File: src/rtl/div_pkg.sv
// Shared types and defaults for the restoring divider.
package div_pkg;
  localparam int unsigned DIV_WIDTH_DEFAULT = 8;

  typedef enum logic [1:0] {
    IDLE,
    CALC,
    DONE
  } div_state_e;
endpackage

File: src/rtl/prefix_subtractor.sv
// N-bit Sklansky parallel-prefix subtractor: diff = a + ~b + 1, borrow = ~carry_out.
module prefix_subtractor #(
  parameter int unsigned N = 9
) (
  input  logic [N-1:0] a,
  input  logic [N-1:0] b,
  output logic [N-1:0] diff,
  output logic         borrow
);
  localparam int unsigned LEVELS = (N > 1) ? $clog2(N) : 1;

  logic [N-1:0] h;
  logic [N-1:0] g;
  logic [N-1:0] p;
  logic [N-1:0] gn;
  logic [N-1:0] pn;

  always_comb begin
    h  = a ^ ~b;
    p  = h;
    g  = a & ~b;
    // Carry-in of 1 is folded into the bit-0 generate term.
    g[0] = g[0] | p[0];
    gn = g;
    pn = p;
    for (int unsigned lvl = 0; lvl < LEVELS; lvl++) begin
      gn = g;
      pn = p;
      for (int unsigned i = 0; i < N; i++) begin
        if (((i >> lvl) & 1) != 0) begin
          gn[i] = g[i] | (p[i] & g[((i >> lvl) << lvl) - 1]);
          pn[i] = p[i] & p[((i >> lvl) << lvl) - 1];
        end
      end
      g = gn;
      p = pn;
    end
    diff   = h ^ {g[N-2:0], 1'b1};
    borrow = ~g[N-1];
  end
endmodule

File: src/rtl/restoring_divider8.sv
// Multi-cycle unsigned restoring divider with valid/ready handshakes on both sides.
module restoring_divider8
  import div_pkg::*;
#(
  parameter int unsigned WIDTH = DIV_WIDTH_DEFAULT
) (
  input  logic             clk,
  input  logic             rst,
  input  logic             in_valid,
  output logic             in_ready,
  input  logic [WIDTH-1:0] dividend,
  input  logic [WIDTH-1:0] divisor,
  output logic             out_valid,
  input  logic             out_ready,
  output logic [WIDTH-1:0] quotient,
  output logic [WIDTH-1:0] remainder,
  output logic             div_by_zero
);
  localparam int unsigned CW = $clog2(WIDTH) + 1;

  div_state_e       state_q, state_d;
  logic [WIDTH-1:0] dvd_q, dvd_d;
  logic [WIDTH-1:0] dvs_q, dvs_d;
  logic [WIDTH:0]   rem_q, rem_d;
  logic [WIDTH-1:0] quo_q, quo_d;
  logic [CW-1:0]    cnt_q, cnt_d;
  logic             dbz_q, dbz_d;
  logic             rdy_q;
  logic             vld_q;

  logic [WIDTH:0]   shifted;
  logic [WIDTH:0]   diff;
  logic             borrow;
  logic             rem_top_unused;

  // The restored partial remainder is always below the divisor, so its top bit stays clear.
  assign shifted        = {rem_q[WIDTH-1:0], dvd_q[WIDTH-1]};
  assign rem_top_unused = rem_q[WIDTH];

  prefix_subtractor #(
    .N(WIDTH + 1)
  ) u_sub (
    .a      (shifted),
    .b      ({1'b0, dvs_q}),
    .diff   (diff),
    .borrow (borrow)
  );

  always_comb begin
    state_d = state_q;
    dvd_d   = dvd_q;
    dvs_d   = dvs_q;
    rem_d   = rem_q;
    quo_d   = quo_q;
    cnt_d   = cnt_q;
    dbz_d   = dbz_q;
    unique case (state_q)
      IDLE: begin
        if (in_valid) begin
          dvd_d = dividend;
          dvs_d = divisor;
          cnt_d = '0;
          if (divisor == '0) begin
            state_d = DONE;
            quo_d   = '1;
            rem_d   = {1'b0, dividend};
            dbz_d   = 1'b1;
          end else begin
            state_d = CALC;
            quo_d   = '0;
            rem_d   = '0;
            dbz_d   = 1'b0;
          end
        end
      end
      CALC: begin
        dvd_d = dvd_q << 1;
        rem_d = borrow ? shifted : diff;
        quo_d = {quo_q[WIDTH-2:0], ~borrow};
        cnt_d = cnt_q + CW'(1);
        if (cnt_q == CW'(WIDTH - 1)) begin
          state_d = DONE;
        end
      end
      DONE: begin
        if (out_ready) begin
          state_d = IDLE;
        end
      end
      default: state_d = IDLE;
    endcase
  end

  always_ff @(posedge clk) begin
    if (rst) begin
      state_q <= IDLE;
      dvd_q   <= '0;
      dvs_q   <= '0;
      rem_q   <= '0;
      quo_q   <= '0;
      cnt_q   <= '0;
      dbz_q   <= 1'b0;
      rdy_q   <= 1'b1;
      vld_q   <= 1'b0;
    end else begin
      state_q <= state_d;
      dvd_q   <= dvd_d;
      dvs_q   <= dvs_d;
      rem_q   <= rem_d;
      quo_q   <= quo_d;
      cnt_q   <= cnt_d;
      dbz_q   <= dbz_d;
      rdy_q   <= (state_d == IDLE);
      vld_q   <= (state_d == DONE);
    end
  end

  assign in_ready    = rdy_q;
  assign out_valid   = vld_q;
  assign quotient    = quo_q;
  assign remainder   = rem_q[WIDTH-1:0];
  assign div_by_zero = dbz_q;
endmodule

File: config.mk
export PLATFORM = sky130hd
export DESIGN_NAME = restoring_divider8
export DESIGN_NICKNAME = d
export VERILOG_FILES = /design/src/rtl/div_pkg.sv /design/src/rtl/prefix_subtractor.sv /design/src/rtl/restoring_divider8.sv
export SDC_FILE = /design/constraint.sdc
export NUM_CORES = 1
export LEC_CHECK = 0
export BUFFER_PORTS_ARGS = -buffer_cell sky130_fd_sc_hd__buf_2
export CORE_MARGIN = 2
export CORE_UTILIZATION = 50
export DETAILED_ROUTE_END_ITERATION = 12
export PLACE_DENSITY = 0.82
export SYNTH_ARGS = -nofsm -noshare
export SYNTH_HDL_FRONTEND = slang
export SYNTH_HIERARCHICAL = 1
export SYNTH_SLANG_ARGS = --single-unit
File: constraint.sdc
create_clock -name clk -period 2.9 [get_ports clk]
set_input_delay 0.58 -clock clk [delete_from_list [all_inputs] [get_ports clk]]
set_output_delay 0.58 -clock clk [all_outputs]
set_load 0.03 [all_outputs]
* Yosys cells after proc, flatten, opt, wreduce, memory -nomap -nowiden
Cells that the tools add are included. Widths: inputs -> output; s select.
Storage, ports and cells: flip-flop bits (word level) 41, memories 0, RAM bits 0, bits in read-only memories 0, word-level logic and storage cells 74, input bits 20, bits in latches 0
Operators by class: mux-type cells 17, order comparisons 0, equal/unequal tests 5, reductions and logical operators 6, shifts and indexed selects 0, multipliers 0, div/mod/pow operators 0, add/subtract/negate cells 1, bitwise logic cells 36
Operators with widths (count):
- $mux 8 | 6
- $pmux 8 s2 | 3
- $and 1x1->1 | 18
- $or 1x1->1 | 14
- $and 9x9->9 | 1
- $not 8->9 | 1
- $xor 9x9->9 | 1
- $logic_not 8->1 | 1
- $mux 2 | 4
- $pmux 4 s2 | 1
- $xor 8x8->8 | 1
- $pmux 2 s3 | 1
- $add 4x1->4 const B | 1
- $eq 2x2->1 const B | 2
- $eq 4x3->1 const B | 1
- $logic_not 2->1 | 2
- $mux 4 | 1
- $reduce_and 2->1 | 2
- $eq 2x1->1 const B | 1
- $ne 2x2->1 const B | 1
- $reduce_bool 2->1 | 1
- $mux 1 | 1

* Depth between registers and ports, before layout
Gate-level depths: netlist of run 1.
depth after elaboration 13, mapped depth 12, depth with buffers taken out 11

* Cells and area by module
Netlist of run 1, hierarchy kept.
By module, submodules not included:
- restoring_divider8 | cells an instance 201, sequential area each 820.8 µm², instances 1, area an instance 1845.5 µm²
- prefix_subtractor | cells an instance 46, sequential area each 0.0 µm², instances 1, area an instance 355.3 µm²

* Least setup slack after synthesis of run 1
OpenSTA, ideal clock, no wires.
kind reg-to-reg, start point register rem_q[0], end point register rem_q[6], setup time 0.132 ns, required time 2.768 ns, stages on the path, launching flop included 12, buffers on the path 1, setup slack -0.020 ns, period minus slack after synthesis 2.920 ns, data arrival time 2.788 ns, cells stage by stage dfxtp_1 > inv_1 > fa_1 > nand2b_1 > a21oi_1 > nor2_1 > o21a_1 > fa_1 > buf_2 > mux2_2 > a22oi_1 > a21oi_1
On the way: longest elaborated chain between the ends 11, elaborated cells on any way between the ends 15, those cells by class mux (2); bitwise (13)
Ends and longest elaborated chain:
- start, declared | RTL line restoring_divider8.sv:24 | logic [WIDTH:0] rem_q, rem_d;
- start signal, assigned | RTL line restoring_divider8.sv:109 | rem_q <= rem_d;
- $xor 9x9->9 | RTL line prefix_subtractor.sv:19 | h = a ^ ~b;
- $and 1x1->1 | RTL line prefix_subtractor.sv:31 | gn[i] = g[i] | (p[i] & g[((i >> lvl) << lvl) - 1]);
- $or 1x1->1 * | RTL line prefix_subtractor.sv:31
- $and 1x1->1 * | RTL line prefix_subtractor.sv:31
- $or 1x1->1 * | RTL line prefix_subtractor.sv:31
- $and 1x1->1 | RTL line prefix_subtractor.sv:31
- $or 1x1->1 | RTL line prefix_subtractor.sv:31
- $and 1x1->1 | RTL line prefix_subtractor.sv:31
- $or 1x1->1 | RTL line prefix_subtractor.sv:31
- $mux 8 * | RTL line restoring_divider8.sv:78 | rem_d = borrow ? shifted : diff;
- $pmux 8 s2 * | RTL line restoring_divider8.sv:57 | unique case (state_q)
Every way passes the cells marked *; elsewhere a longest branch is shown, timed or not. A chain may end at the register's enable or synchronous reset.

* Final worst setup path of run 1
start point register dvd_q[7], end point register rem_q[2]
On the way: longest elaborated chain between the ends 12, elaborated cells on any way between the ends 14, those cells by class mux (2); bitwise (12)
Ends and longest elaborated chain:
- start, declared | RTL line restoring_divider8.sv:22 | logic [WIDTH-1:0] dvd_q, dvd_d;
- start signal, assigned | RTL line restoring_divider8.sv:107 | dvd_q <= dvd_d;
- $and 9x9->9 / $xor 9x9->9 (equally long branches) | RTL line prefix_subtractor.sv:21, prefix_subtractor.sv:19
- $or 1x1->1 * | RTL line prefix_subtractor.sv:23 | g[0] = g[0] | p[0];
- $and 1x1->1 * | RTL line prefix_subtractor.sv:31
- $or 1x1->1 * | RTL line prefix_subtractor.sv:31
- $and 1x1->1 | RTL line prefix_subtractor.sv:31
- $or 1x1->1 | RTL line prefix_subtractor.sv:31
- $and 1x1->1 | RTL line prefix_subtractor.sv:31
- $or 1x1->1 | RTL line prefix_subtractor.sv:31
- $and 1x1->1 | RTL line prefix_subtractor.sv:31
- $or 1x1->1 | RTL line prefix_subtractor.sv:31
- $mux 8 * | RTL line restoring_divider8.sv:78
- $pmux 8 s2 * | RTL line restoring_divider8.sv:57
Marked as above.

==> results of run 1 <==
[metrics by stage]
stage | instance area [um2] | hold slack (ns) | util (%)
after floorplan | 2200 | 0.436 | -
final | 2500 | 0.459 | 58.3
after global routing | 2500 | 0.470 | 58.3
after detailed placement | 2390 | 0.449 | 55.7
after global placement | 2390 | 0.444 | 55.7
after CTS | 2490 | 0.460 | 58.0
[routing by layer]
metal  vias up  part of all wire, %
li1        945                    -
met5         -                    0
met4         0                  1.1
met1       916                   44
met2        35                   50
met3         6                  4.9
[worst max-delay path: cells and delay by family, from the launching register on]
family	cells	cell delay [ns]
buf+inv	2	0.24
simple gates	3	0.35
fa+ha+maj	3	0.93
flops	1	0.35
compound gates	4	0.74
[final cells by class]
type                            instances  area [um2]  area share [%]
Tap cell                               52        65.1            2.60
Timing Repair Buffer                   41         213            8.49
Sequential cell                        41         822            32.8
Clock inverter                          1        5.00           0.200
Clock buffer                            7        96.3            3.85
Multi-Input combinational cell        175        1250            50.0
Inverter                               14        52.6            2.10
[how the worst min path moves through the flow]
| stage | to | slack [ns] | cells after the start |
|---|---|---|---|
| finish | div_by_zero$_SDFFE_PP0P_ | 0.46 | 2 |
| floorplan | dvs_q[2]$_SDFFE_PP0P_ | 0.44 | 2 |
| CTS | div_by_zero$_SDFFE_PP0P_ | 0.46 | 2 |
| global placement | dvs_q[2]$_SDFFE_PP0P_ | 0.44 | 2 |
| global route | div_by_zero$_SDFFE_PP0P_ | 0.47 | 2 |
| detailed placement | div_by_zero$_SDFFE_PP0P_ | 0.45 | 2 |
[report_power, final]
part / internal (mW) / switching [mW] / leakage, nW
combinational: 0.167 / 0.210 / 0.623
clock: 0.215 / 0.198 / 0.0542
sequential: 0.597 / 0.0330 / 0.336
total: 0.980 / 0.441 / 1.01
[timing repair]
| action | 4_1_cts | 5_1_grt |
|---|---|---|
| endpoints found under the setup margin | 0 | 6 |
| setup buffers | 0 | 1 |
| resized for setup | 0 | 2 |
[sequential cells by signal, summed over array words and instances (netlist names)]
name and count:
dvd_q 8, in_ready 1, out_valid 1, quotient 8, state_q 2, rem_q 8
cnt_q 4, dvs_q 8, div_by_zero 1
==> results.md, run 1 <==
* Largest net degree at the start of global routing at 40
* Share of final-layout standard cells stronger than drive strength 1 at a little under a quarter
* Total length of routed wires at 4.72 mm
* Least-Margin Pin Slew at 0.749 ns
* Synth warnings at 6
* Die span in x at 70.3 um
* Initial Util at 51.2%
* Most common cell after layout, fill and taps aside: sky130_fd_sc_hd__dfxtp_1
* Number of setup violations in the final report at 0
* Post-route minimum period at 2.70 ns
* Startpoint of the lowest-slack register-to-register path: dvd_q[7]$_SDFFE_PP0P_
* Clk Tree Root Cell: sky130_fd_sc_hd__clkbuf_8
* DRC violations left at 0
* Outcome: complete, no violations
* Detailed-route via count at between 1500 and 2000
* Total chip power at 1.42 mW
* Summed instance area of the synthesized netlist at 0.00220 mm2
* Most used cells in the layout excluding fill and tap cells: sky130_fd_sc_hd__dfxtp_1, sky130_fd_sc_hd__buf_2, sky130_fd_sc_hd__a21oi_1
* Highest-delay cell along the critical path: sky130_fd_sc_hd__fa_1
* Met1 GRT Util at a little under a quarter
* Launch point of the critical path: dvd_q[7]$_SDFFE_PP0P_
* Number of global-route vias before repair at 1709
* Maximum resistive drop on vdd at 0.315 mV
* Drt initial violations at 102
* Post-DP HPWL at 3.33 mm
* Worst path arrival time at 2.91 ns
* Global-route wire length before repair at 7.65 mm
* Initial antenna violation count at 0
* Final worst-path setup slack at 0.196 ns
* Die Y at 70.3 um
* Met3 usage at between 5 and 6%
* Met2 usage in global routing at about a third
* Detailed-routing iteration count for the pre-antenna-repair pass at 4
* Min-Delay Startpoint: div_by_zero$_SDFFE_PP0P_
* Avg WL per Cell at 14.3 um
* Clock transition at the registers of the reported paths at ~0.080 ns
* DP Cell Count at 322
* Highest net fanout along the worst path at 13
* Port Buf Inserts at 38
* Top-level port count at 39
* R2R Setup Slk at 0.20 ns
* Synthesized Nets at 278
* Synth Area per Inst at 8.93 um2
* Via/cell ratio at about 5.7
* Reg-to-reg critical path endpoint: rem_q[2]$_SDFFE_PP0P_
* Antenna Violating Nets Remaining at 0
* Unrepaired setup endpoints after global routing: no
* Pre-CTS WS at 0.135 ns
* Last weighted congestion value of the routability-driven placer at 0.780
* CTS buffer count at 5
* Synth-to-layout area growth at 14.0%
* Filler cell count in the final layout at 390
* Final-layout setup total negative slack at 0 ns
* Layout Nets at 310
* Class of the tightest hold or removal check: flop to flop
* Number of violations of the max-capacitance limit at 0
* Path depth of the worst reg2reg path at 12
* Post-synthesis cell count at 246
* H-tree depth at 2
* Critical Path, Cell by Cell: inv_1 > ha_1 > fa_1 > nand2b_1 > a21oi_2 > nor2_1 > o21a_1 > fa_2 > buf_4 > nand2b_1 > o211ai_1 > a311oi_1
* CP Capture Type: flop
* Total power per unit cell area at 567 mW/mm2
* Max-slew violation count at 0
* Diode insertion count for antenna repair at 0
* Clock Path Buffers at 2
* Most used cell along the critical path: sky130_fd_sc_hd__nand2b_1
* Total number of placement rows at 24
* Clock sinks at 41
* Source-to-sink clock delay at the later pin of the worst-skew pair at 0.30 ns
* Most used routing layer in global routing: met2
* Standard cell core area at 0.00429 mm2
* Number of hold violations in the final report at 0
* Required @ worst endpoint at between 3 and 4 ns
* Share of the clock period used by the worst path at 93.2%
* Path type of the worst setup path: flop to flop
* Reported leakage power at 1.01 nW
* Non-filler cells, final at 331
* Worst Setup Start Kind: flop
* Number of buffers inserted for hold repair after clock tree synthesis at 0
* Final worst clock skew at 0.00526 ns
* Floorplan die area at a little under 0.005 mm2
* TritonCTS clock tree: done
* Maximum frequency from static timing analysis at 0.370 GHz
* Peak per-stage delay on the critical path at 0.37 ns
* Congestion Overflow GR at 0
* End point of the critical path: rem_q[2]$_SDFFE_PP0P_
* Worst rel slew slack at 50.0%
* Total routing resource utilization after global routing at 19.4%
No activity file was read; power rests on OpenSTA's default activity.
==> inputs of run 2 (changes only) <==
Settings changed: PLACE_DENSITY 0.82 to 0.83, SKIP_CTS_REPAIR_TIMING set to 1, SYNTH_HIERARCHICAL 1 to unset.
==> results.md, run 2 <==
* DRC violations left at 0 (unchanged)
* Share of synthesized flip-flops with an asynchronous set or reset at 0%
* Path type of the worst setup path: flop to flop
* Last weighted congestion value of the routability-driven placer at 0.846 (+8.6%)
* Worst Setup Start Kind: flop
* Max-slew violation count at 0 (unchanged)
* Maximum resistive drop on vdd at 0.364 mV (+15%)
* Total length of routed wires at 4.81 mm (+1.8%)
* Top cell type by total area after synthesis: sky130_fd_sc_hd__dfxtp_1
* Layout Nets at 328 (+5.8%)
* Filler cell count in the final layout at 367 (-5.9%)
* Largest net degree at the start of global routing at 43 (+7.5%)
* Critical Path, Cell by Cell: inv_1 > ha_1 > fa_1 > nand2b_1 > a21oi_2 > o31ai_2 > or3_1 > a311oi_1
* Synth-to-layout area growth at 15.0%
* Unrepaired setup endpoints after global routing: no
* TritonCTS clock tree: done
* Detailed-routing iteration count for the pre-antenna-repair pass at 4 (unchanged)
* Floorplan die area at 0.00480 mm2 (-2.9%)
* Total routing resource utilization after global routing at 20.2% (+0.82 points)
* Peak per-stage delay on the critical path at 0.43 ns (+0.06 ns)
* Kind of cell adding the most delay to the critical path: compound AO/OA/AOI/OAI gates
* Clock transition at the registers of the reported paths at 0.08 ns (about the same)
* Pre-CTS WS at 0.588 ns (+0.454 ns)
* CP Capture Type: flop
* R2R Setup Slk at 0.50 ns (+0.31 ns)
* Sum of buffers and inverters on the critical path at 1 (-1)
* Drt initial violations at 148 (+45%)
* Initial antenna violation count at 0 (unchanged)
* Summed instance area of the synthesized netlist at 0.00213 mm2 (-3.0%)
* Min-Delay Startpoint: dvs_q[7]$_SDFFE_PP0P_
* Yosys top cell area share at 38.5%
* Number of enable-type register cells in the synthesized netlist at 0
* Count of different cell masters after synthesis at 40
* Dominant cells by area after synthesis: sky130_fd_sc_hd__dfxtp_1, sky130_fd_sc_hd__a21oi_1, sky130_fd_sc_hd__nor2_1, sky130_fd_sc_hd__ha_1, sky130_fd_sc_hd__nand2_1
* Clock Path Buffers at 2 (unchanged)
* Synthesized Nets at 297 (+6.8%)
* Initial Util at 52.5% (+1.3 points)
* Final worst clock skew at 0.00574 ns (+0.000487 ns)
* Post-DP HPWL at 3.47 mm (+4.2%)
* Worst path arrival time at 2.59 ns (-0.32 ns)
* Least-Margin Pin Slew at 0.862 ns (+0.113 ns)
* Antenna Violating Nets Remaining at 0 (unchanged)
* Port Buf Inserts at 38 (unchanged)
* Standard cell core area at 0.00406 mm2 (-5.5%)
* Number of setup violations in the final report at 0 (unchanged)
* Outcome: complete, no violations
* Number of violations of the max-capacitance limit at 0 (unchanged)
* Number of global-route vias before repair at 1749 (+2.3%)
* Class of the tightest hold or removal check: flop to flop
* Proportion of synthesized chip area in sequential cells at 38.5%
* Top-level port count at 39 (unchanged)
* Post-synthesis cell count at 266 (+8.1%)
* Highest-delay cell along the critical path: sky130_fd_sc_hd__or3_1
* CTS buffer count at 5 (unchanged)
* List of most frequent post-synthesis cells: sky130_fd_sc_hd__dfxtp_1, sky130_fd_sc_hd__nor2_1, sky130_fd_sc_hd__a21oi_1
* Final worst-path setup slack at 0.503 ns (+0.307 ns)
* Synth Area per Inst at 8.01 um2 (-10%)
* Via/cell ratio at 5.61 (-2.3%)
* Number of flip-flops and latches in the synthesized netlist at between 40 and 50
* Diode insertion count for antenna repair at 0 (unchanged)
* H-tree depth at 2 (unchanged)
* Post-route minimum period at 2.40 ns (-0.307 ns)
* Startpoint of the lowest-slack register-to-register path: dvd_q[7]$_SDFFE_PP0P_
* Total number of placement rows at 23 (-4.2%)
* Worst rel slew slack at 42.2% (-7.8 points)
* Clock sinks at 41 (unchanged)
* Total power per unit cell area at 597 mW/mm2 (+5.2%)
* Detailed-route via count at 1953 (+2.7%)
* Source-to-sink clock delay at the later pin of the worst-skew pair at 0.30 ns (about the same)
* Required @ worst endpoint at 3.10 ns (about the same)
* Launch point of the critical path: dvd_q[7]$_SDFFE_PP0P_
* Maximum frequency from static timing analysis at 0.417 GHz (+13%)
* Number of hold violations in the final report at 0 (unchanged)
* Die span in x at 69.3 um (-1.4%)
* Clk Tree Root Cell: sky130_fd_sc_hd__clkbuf_8
* Synth warnings at 0 (-6)
* Final-layout setup total negative slack at 0 ns (unchanged)
* Congestion Overflow GR at 0 (unchanged)
* Share of the clock period used by the worst path at 82.6% (-11 points)
* Most used cells in the layout excluding fill and tap cells: sky130_fd_sc_hd__nor2_1, sky130_fd_sc_hd__dfxtp_1, sky130_fd_sc_hd__buf_2
* Share of final-layout standard cells stronger than drive strength 1 at 19.8% (-3.9 points)
* Global-route wire length before repair at 7.94 mm (+3.9%)
* Die Y at 69.3 um (-1.4%)
* Avg WL per Cell at 13.8 um (-3.2%)
* Reported leakage power at 1.04 nW (+2.2%)
* Highest net fanout along the worst path at 13 (unchanged)
* Prevailing post-synth register cell: sky130_fd_sc_hd__dfxtp_1
[run 2: stage by stage]
stage               util, %  power, mW  hold WS [ns]  area, um2  instances
global route           60.4       1.54         0.481       2450        348
finish                 60.4       1.46         0.459       2450        348
CTS                    60.4       1.47         0.460       2450        348
detailed placement     57.1      0.932         0.449       2320        340
global placement       57.1      0.921         0.444       2320        340
floorplan                 -      0.865         0.436       2130        266
[run 2: worst min-delay path: stages (launching register included)]
cell and delay (ns):
sky130_fd_sc_hd__dfxtp_1 0.32, sky130_fd_sc_hd__nand2_1 0.05, sky130_fd_sc_hd__a21oi_1 0.05
[run 2: final cells by class]
class | count | area, um2 | share of cell area [%]
Multi-Input combinational cell | 196 | 1170 | 48.0
Sequential cell | 41 | 821 | 33.5
Timing Repair Buffer | 41 | 213 | 8.68
Clock buffer | 5 | 68.8 | 2.81
Clock inverter | 3 | 65.1 | 2.66
Tap cell | 50 | 62.6 | 2.55
Inverter | 12 | 45.0 | 1.84
[run 2: power breakdown]
group	switching [mW]	internal [mW]	total (mW)
Sequential	0.0302	0.595	0.625
Combinational	0.182	0.113	0.295
Clock	0.200	0.342	0.541
[run 2: logic make-up (layout without fill, tap and decap cells)]
kind of cell,count (synthesis),count (layout),share of synthesized area [%]
flip-flops,41,41,38.5
AO/OA/AOI/OAI,72,72,21.9
multiplexers,1,1,0.470
adder cells (fa/ha/maj),11,11,7.52
buffers and inverters,29,61,6.34
XOR/XNOR,2,2,0.822
AND/OR/NAND/NOR,110,110,24.4
[run 2: path summary, 6_finish.rpt]
path | endpoint | cells after the start
max | rem_q[5]$_SDFFE_PP0P_ | 8
min | dvs_q[7]$_SDFFE_PP0P_ | 2
max reg2reg | rem_q[5]$_SDFFE_PP0P_ | 8
min reg2reg | dvs_q[7]$_SDFFE_PP0P_ | 2
[run 2: layer usage]
metal	global-route usage (%)	up-vias	share of wire (%)
met4	9.37	0	1.6
li1	-	983	-
met1	25.3	919	45
met5	0	-	0
met3	3.92	8	3.9
met2	33.4	43	50
